**src/rtl/pc_unit.sv**
```systemverilog
`default_nettype none
// ============================================================================
//  Module   : pc_unit
//  Brief    : Fetch-stage program counter with boot hold, fetch stall,
//             trap redirection, misaligned-target detection with exception
//             PC capture, and a retired-fetch counter.
//  Revision : 1.0 - initial release
// ============================================================================
module pc_unit #(
    parameter int                WIDTH        = 32,
    parameter logic [WIDTH-1:0]  RESET_VECTOR = '0,
    parameter int                INC          = 4,
    parameter int                ALIGN_BITS   = 2,
    parameter int                BOOT_DELAY   = 1,
    parameter int                CNT_WIDTH    = 32
) (
    input  logic                 clk,
    input  logic                 reset,
    input  logic                 stall,
    input  logic                 pc_src,
    input  logic                 jalr,
    input  logic [WIDTH-1:0]     immediate,
    input  logic [WIDTH-1:0]     jump_target,
    input  logic                 trap_req,
    input  logic [WIDTH-1:0]     trap_vector,
    output logic [WIDTH-1:0]     pc,
    output logic [WIDTH-1:0]     pc_next_seq,
    output logic                 pc_valid,
    output logic                 misaligned,
    output logic [WIDTH-1:0]     epc,
    output logic [CNT_WIDTH-1:0] retired_count
);

    // Boot counter only needs to reach BOOT_DELAY-1.
    localparam int C_BOOT_W = (BOOT_DELAY > 1) ? $clog2(BOOT_DELAY) : 1;
    localparam logic [C_BOOT_W-1:0] C_BOOT_LAST = C_BOOT_W'(BOOT_DELAY - 1);

    // Bits of a target that must be zero, and the jalr bit-0 clear mask.
    localparam logic [WIDTH-1:0] C_ALIGN_MASK = ~({WIDTH{1'b1}} << ALIGN_BITS);
    localparam logic [WIDTH-1:0] C_CLR_BIT0   = {{(WIDTH-1){1'b1}}, 1'b0};

    localparam logic [1:0] S_BOOT = 2'd0;
    localparam logic [1:0] S_RUN  = 2'd1;
    localparam logic [1:0] S_TRAP = 2'd2;

    logic [1:0]           r_state_q,    w_state_d;
    logic [WIDTH-1:0]     r_pc_q,       w_pc_d;
    logic [WIDTH-1:0]     r_epc_q,      w_epc_d;
    logic                 r_mis_q,      w_mis_d;
    logic                 r_valid_q,    w_valid_d;
    logic [CNT_WIDTH-1:0] r_cnt_q,      w_cnt_d;
    logic [C_BOOT_W-1:0]  r_boot_q,     w_boot_d;

    logic [WIDTH-1:0]     w_target;
    logic                 w_target_ok;

    // Redirect target: jalr has priority over the PC-relative branch.
    always_comb begin
        w_target    = jalr ? (jump_target & C_CLR_BIT0) : (r_pc_q + immediate);
        w_target_ok = ((w_target & C_ALIGN_MASK) == '0);
    end

    // Next-state and next-PC selection for BOOT / RUN / TRAP.
    always_comb begin
        w_state_d = r_state_q;
        w_pc_d    = r_pc_q;
        w_epc_d   = r_epc_q;
        w_mis_d   = 1'b0;
        w_cnt_d   = r_cnt_q;
        w_boot_d  = r_boot_q;
        case (r_state_q)
            S_BOOT: begin
                w_boot_d = r_boot_q + C_BOOT_W'(1);
                if (r_boot_q == C_BOOT_LAST) begin
                    w_state_d = S_RUN;
                end
            end
            S_RUN: begin
                if (trap_req) begin
                    // External trap wins even over a stall; pc holds.
                    w_epc_d   = r_pc_q;
                    w_state_d = S_TRAP;
                end else if (stall) begin
                    w_state_d = S_RUN;
                end else if (jalr || pc_src) begin
                    if (w_target_ok) begin
                        w_pc_d  = w_target;
                        w_cnt_d = r_cnt_q + CNT_WIDTH'(1);
                    end else begin
                        w_epc_d   = w_target;
                        w_mis_d   = 1'b1;
                        w_state_d = S_TRAP;
                    end
                end else begin
                    w_pc_d  = r_pc_q + WIDTH'(INC);
                    w_cnt_d = r_cnt_q + CNT_WIDTH'(1);
                end
            end
            S_TRAP: begin
                w_pc_d    = trap_vector & ~C_ALIGN_MASK;
                w_state_d = S_RUN;
            end
            default: begin
                w_state_d = S_BOOT;
            end
        endcase
        w_valid_d = (w_state_d == S_RUN);
    end

    // State registers; reset overrides every state including TRAP.
    always_ff @(posedge clk) begin
        if (reset) begin
            r_state_q <= S_BOOT;
            r_pc_q    <= RESET_VECTOR;
            r_epc_q   <= '0;
            r_mis_q   <= 1'b0;
            r_valid_q <= 1'b0;
            r_cnt_q   <= '0;
            r_boot_q  <= '0;
        end else begin
            r_state_q <= w_state_d;
            r_pc_q    <= w_pc_d;
            r_epc_q   <= w_epc_d;
            r_mis_q   <= w_mis_d;
            r_valid_q <= w_valid_d;
            r_cnt_q   <= w_cnt_d;
            r_boot_q  <= w_boot_d;
        end
    end

    assign pc            = r_pc_q;
    assign pc_next_seq   = r_pc_q + WIDTH'(INC);
    assign pc_valid      = r_valid_q;
    assign misaligned    = r_mis_q;
    assign epc           = r_epc_q;
    assign retired_count = r_cnt_q;

endmodule
`default_nettype wire

```
**config.mk**
```make
export PLATFORM = sky130hd
export DESIGN_NAME = pc_unit
export DESIGN_NICKNAME = d
export VERILOG_FILES = /design/src/rtl/pc_unit.sv
export SDC_FILE = /design/constraint.sdc
export NUM_CORES = 1
export LEC_CHECK = 0
export CORE_ASPECT_RATIO = 0.75
export CORE_MARGIN = 1.5
export CORE_UTILIZATION = 25
export DETAILED_ROUTE_END_ITERATION = 10
export PLACE_DENSITY = 0.53
export RECOVER_POWER = 25
export SYNTH_ARGS = -nofsm -noshare
export SYNTH_HDL_FRONTEND = slang
export SYNTH_SLANG_ARGS = --single-unit
```
**constraint.sdc**
```tcl
create_clock -name clk -period 3.9 [get_ports clk]
set_clock_uncertainty 0.05 [all_clocks]
set_input_delay 0.975 -clock clk [delete_from_list [all_inputs] [get_ports clk]]
set_output_delay 0.975 -clock clk [all_outputs]
set_load 0.02 [all_outputs]
```
Word-level counts from Yosys, hierarchy flattened
Cells that the tools add are included. W data, S select, Z words.

Output and inout bits: 130. Register bits: 101. Word-level logic and storage cells: 52. Bits of input ports: 102.

$add $sub $neg: 4. Bitwise operators: 4. Equality and inequality tests: 9. Multiplexer cells: 19. Reduce and logical (&&, ||, !) cells: 9.

Operator list (count): $mux W32 (11); $pmux W32 S2 (1); $add A32 B1 Y32 const B (1); $add A32 B3 Y32 const B (1); $add A32 B32 Y32 (1); $logic_not A32 Y1 (1); $reduce_and A4 Y1 (3); $mux W2 (5); $ne A2 B2 Y1 const B (4); $pmux W2 S3 (1); $reduce_or A5 Y1 (1); $eq A2 B1 Y1 const B (2); $not A1 Y1 (4); $reduce_bool A2 Y1 (2); $ne A3 B3 Y1 const B (1); $eq A2 B2 Y1 const B (1); $logic_not A2 Y1 (1); $ne A2 B1 Y1 const B (1); $add A1 B1 Y1 const B (1); $logic_or A1 B1 Y1 (1); $mux W1 (1).

Longest topological paths before layout
Depth in word-level cells: 9. Depth in mapped cells: 12.

Worst setup path before layout
No wires, ideal clock.

Kind: input port to flip-flop. Start point: in immediate[0]. End point: reg r_cnt_q[30], in the netlist retired_count[30]. Cell stages on the path: 10. Setup slack: 0.025 ns. Library setup time: 0.070 ns. Arrival time: 3.754 ns. Required time: 3.780 ns. Cells stage by stage: ha_1 > fa_1 > or2_1 > a2111oi_4 > nand2_4 > nor3_4 > and3_2 > nand3_2 > or3_1 > a21oi_1.

Word-level cells in the longest chain between the ends: 5.

RTL lines: from (decl) (RTL line 22) `input logic [WIDTH-1:0] immediate,`; $add A32 B32 Y32 (RTL line 59) `w_target = jalr ? (jump_target & C_CLR_BIT0) : (r_pc_q + immediate);`; $mux W32 (RTL line 59); $logic_not A32 Y1 (RTL line 60) `w_target_ok = ((w_target & C_ALIGN_MASK) == '0);`; $ne A2 B2 Y1 (no line); $reduce_and A4 Y1 (no line); to (signal assigned) (RTL line 126) `r_cnt_q <= w_cnt_d;`; to (decl) (RTL line 51) `logic [CNT_WIDTH-1:0] r_cnt_q, w_cnt_d;`.

Every way passes these cells. A chain may end at the register's enable or synchronous reset.

Worst setup path in the final report
Start point: reg r_pc_q[8], in the netlist pc[8]. End point: out pc_next_seq[24].

Word-level cells in the longest chain between the ends: 1.

RTL lines: from (decl) (RTL line 47) `logic [WIDTH-1:0] r_pc_q, w_pc_d;`; from (signal assigned) (RTL line 122) `r_pc_q <= w_pc_d;`; $add A32 B3 Y32 (RTL line 132) `assign pc_next_seq = r_pc_q + WIDTH'(INC);`; to (decl) (RTL line 27) `output logic [WIDTH-1:0] pc_next_seq,`.

Every way passes these cells.

==> impl_metrics.json <==
{
  "startpoint_type": "flop",
  "rows": 54,
  "max_freq_ghz": 0.265,
  "maxCapViolations": 0,
  "power_density_nw_per_um2": 427,
  "setup_violations": 0,
  "hold_class": "flop to flop",
  "wl_met2_mm": 14.0,
  "final_common_cell": "clkdlybuf4s50_1",
  "rsz0062_at_grt": "no",
  "yosysSeqAreaShare": 0.273,
  "max-clock-path-buffers": 2,
  "syn-mean-instance-area_um2": 7.46,
  "ys.flop_type": "dfxtp_1",
  "path_max_fanout": 4,
  "wl_met1_mm": 15.4,
  "die_y_um": 152,
  "regArea_um2": 2020,
  "ff2ff_path_depth": 15,
  "drive_gt1_frac": 0.138,
  "area_growth_pct": 53.7,
  "antenna_left": 0,
  "arrival_ns": 2.75,
  "place_inst": 1672,
  "drc": 0,
  "fin_setup_tns_ns": 0,
  "highest_layer": "met4",
  "power_w": 0.00487,
  "timing_worst_setup_path_type": "flop to primary output",
  "mostFrequentLayoutCells": "clkdlybuf4s50_1 (162), buf_4 (117), nand2_1 (116)",
  "maxSlewViolCount": 0,
  "routed_wl_mm": 32.5,
  "design_area_um2": 11400,
  "ys_types": 67,
  "start_util": 0.255,
  "grt_max_degree": 53,
  "hp-start": "epc[13]",
  "min_period_ns": 3.77,
  "cts_tree": "built",
  "root_buffer": "clkbuf_16",
  "clk_pin_slew_ns": 0.07,
  "drt-wirelength-per-cell_um": 19.2,
  "outcome": "finished clean",
  "die_w_um": 202,
  "clkSinkCount": 101,
  "hold_path_end": "epc[13]",
  "worstMarginPinSlew_ns": 0.671,
  "nFillCells": 3011,
  "final_nets": 1435,
  "netlist_area_um2": 7420,
  "drt_iter0_drc": 597,
  "placed_cell_area_um2": 10900,
  "fin_cells": 1692,
  "antennaDiodeCount": 0,
  "first_global_vias": 8282,
  "grt_pass1_wl_mm": 49.2,
  "floorplan.die_area_um2": 30700,
  "cts-htree-levels": 3,
  "synthArstFlopShare": 0,
  "grt_use_total": 0.206,
  "ir_drop_mv": 0.210,
  "core_um2": 29100,
  "crit_required_ns": 2.87,
  "crit_path_end_kind": "primary output",
  "multi_input_area_um2": 5220,
  "synth_warnings": 0,
  "clk-insertion-delay-late_ns": 0.36,
  "antenna_found_initial": 2,
  "overflow": 0,
  "relSlewSlack": 0.551,
  "r2r_end": "epc[25]",
  "hold_depth": 2,
  "via_per_inst": 5.08,
  "io_pins": 232,
  "port_buffers": 228,
  "numCtsBuffers": 9,
  "p_leak_nw": 4.84,
  "hold_violations": 0,
  "synthCells": 994,
  "gp_congestion": 0.856,
  "timing.final.crit_share": 0.967,
  "worstReg2RegStart": "pc[1]",
  "ys_ff_latch": 101,
  "synth-edff-count": 0,
  "dr_wl_met3_mm": 2.61,
  "syn_nets": 1134,
  "first_pass_iters": 5,
  "r2r_setup_slack_ns": 0.70,
  "hpwl_mm": 25.2,
  "vias": 8589
}
==> worst max path at each step <==
stage                      start                 to  slack, ns  cells past startpoint
floorplan           immediate[0]  retired_count[30]       0.03                     10
global placement    immediate[1]             pc[24]      -0.47                     13
detailed placement  immediate[1]             pc[24]      -0.54                     13
CTS                        pc[8]    pc_next_seq[28]      0.002                      7
global route               pc[8]    pc_next_seq[27]       0.01                      6
finish                     pc[8]    pc_next_seq[24]       0.13                      6
==> through the flow <==
stage | worst slack (ns) | hold slack [ns] | util
5_1_grt | 0.0110 | 0.426 | 0.391
3_5_place_dp | -0.544 | 0.397 | 0.374
2_1_floorplan | 0.0254 | 0.456 | -
6_report | 0.128 | 0.404 | 0.391
3_3_place_gp | -0.475 | 0.392 | 0.374
4_1_cts | 0.00206 | 0.407 | 0.387
==> state kept, by name (all words and copies together) (netlist names) <==
register / cells
r_state_q: 2
pc: 32
epc: 32
r_boot_q: 1
pc_valid: 1
retired_count: 32
misaligned: 1
==> power by group <==
group	internal (W)	switching, W
clock network	0.000587	0.000445
registers	0.00117	0.000135
logic	0.00113	0.00141
total	0.00288	0.00198
==> synthesized netlist by cell type, types with 14 or more instances <==
library cell	instances	area [um2]
a211oi_1	23	173
inv_1	17	63.8
nand2_1	116	435
o21ai_0	58	290
clkbuf_1	53	199
xnor2_1	36	315
a21oi_1	87	435
xor2_1	46	403
or3_1	14	87.6
ha_1	37	463
dfxtp_1	101	2020
mux2i_1	21	210
o211ai_1	16	120
nand4_1	19	119
nor2_1	116	435
and3_1	35	219
nand3_1	35	175
a21o_1	19	143
==> final cells by class <==
type,count,share of cell area
Clock buffer,10,0.0210
Tap cell,392,0.0430
Multi-Input combinational cell,816,0.458
Sequential cell,101,0.178
Clock inverter,6,0.00823
Timing Repair Buffer,349,0.286
Inverter,18,0.00593
==> kinds of logic after synthesis <==
family | synth area share
AOI/OAI and AO/OA | 0.247
xor gates and xnor gates | 0.0968
adders and majority gates | 0.0651
buffers and inverters | 0.0412
DFF | 0.273
muxes | 0.0299
and+or+nand+nor | 0.248
==> layer usage <==
metal,track usage,vias up
li1,-,4182
met1,0.299,4021
met2,0.315,357
met3,0.0428,29
met4,0.0384,0
met5,0,-
==> timing repair <==
action,4_1_cts,5_1_grt
endpoints found under the setup margin,17,30
hold endpoints to repair,0,0
setup buffers,2,2
gates resized for setup,7,29
pin swaps,3,10
hold buffers,0,0
cloned,0,0
==> worst max-delay path: stages, from the launching register on <==
cell	delay, ns
dfxtp_1	0.36
and4_1	0.24
nand4_1	0.28
nor2_2	0.27
and3_2	0.31
xor2_1	0.27
clkdlybuf4s50_1	0.66
Note: power is estimated with default switching activity, not from simulation.
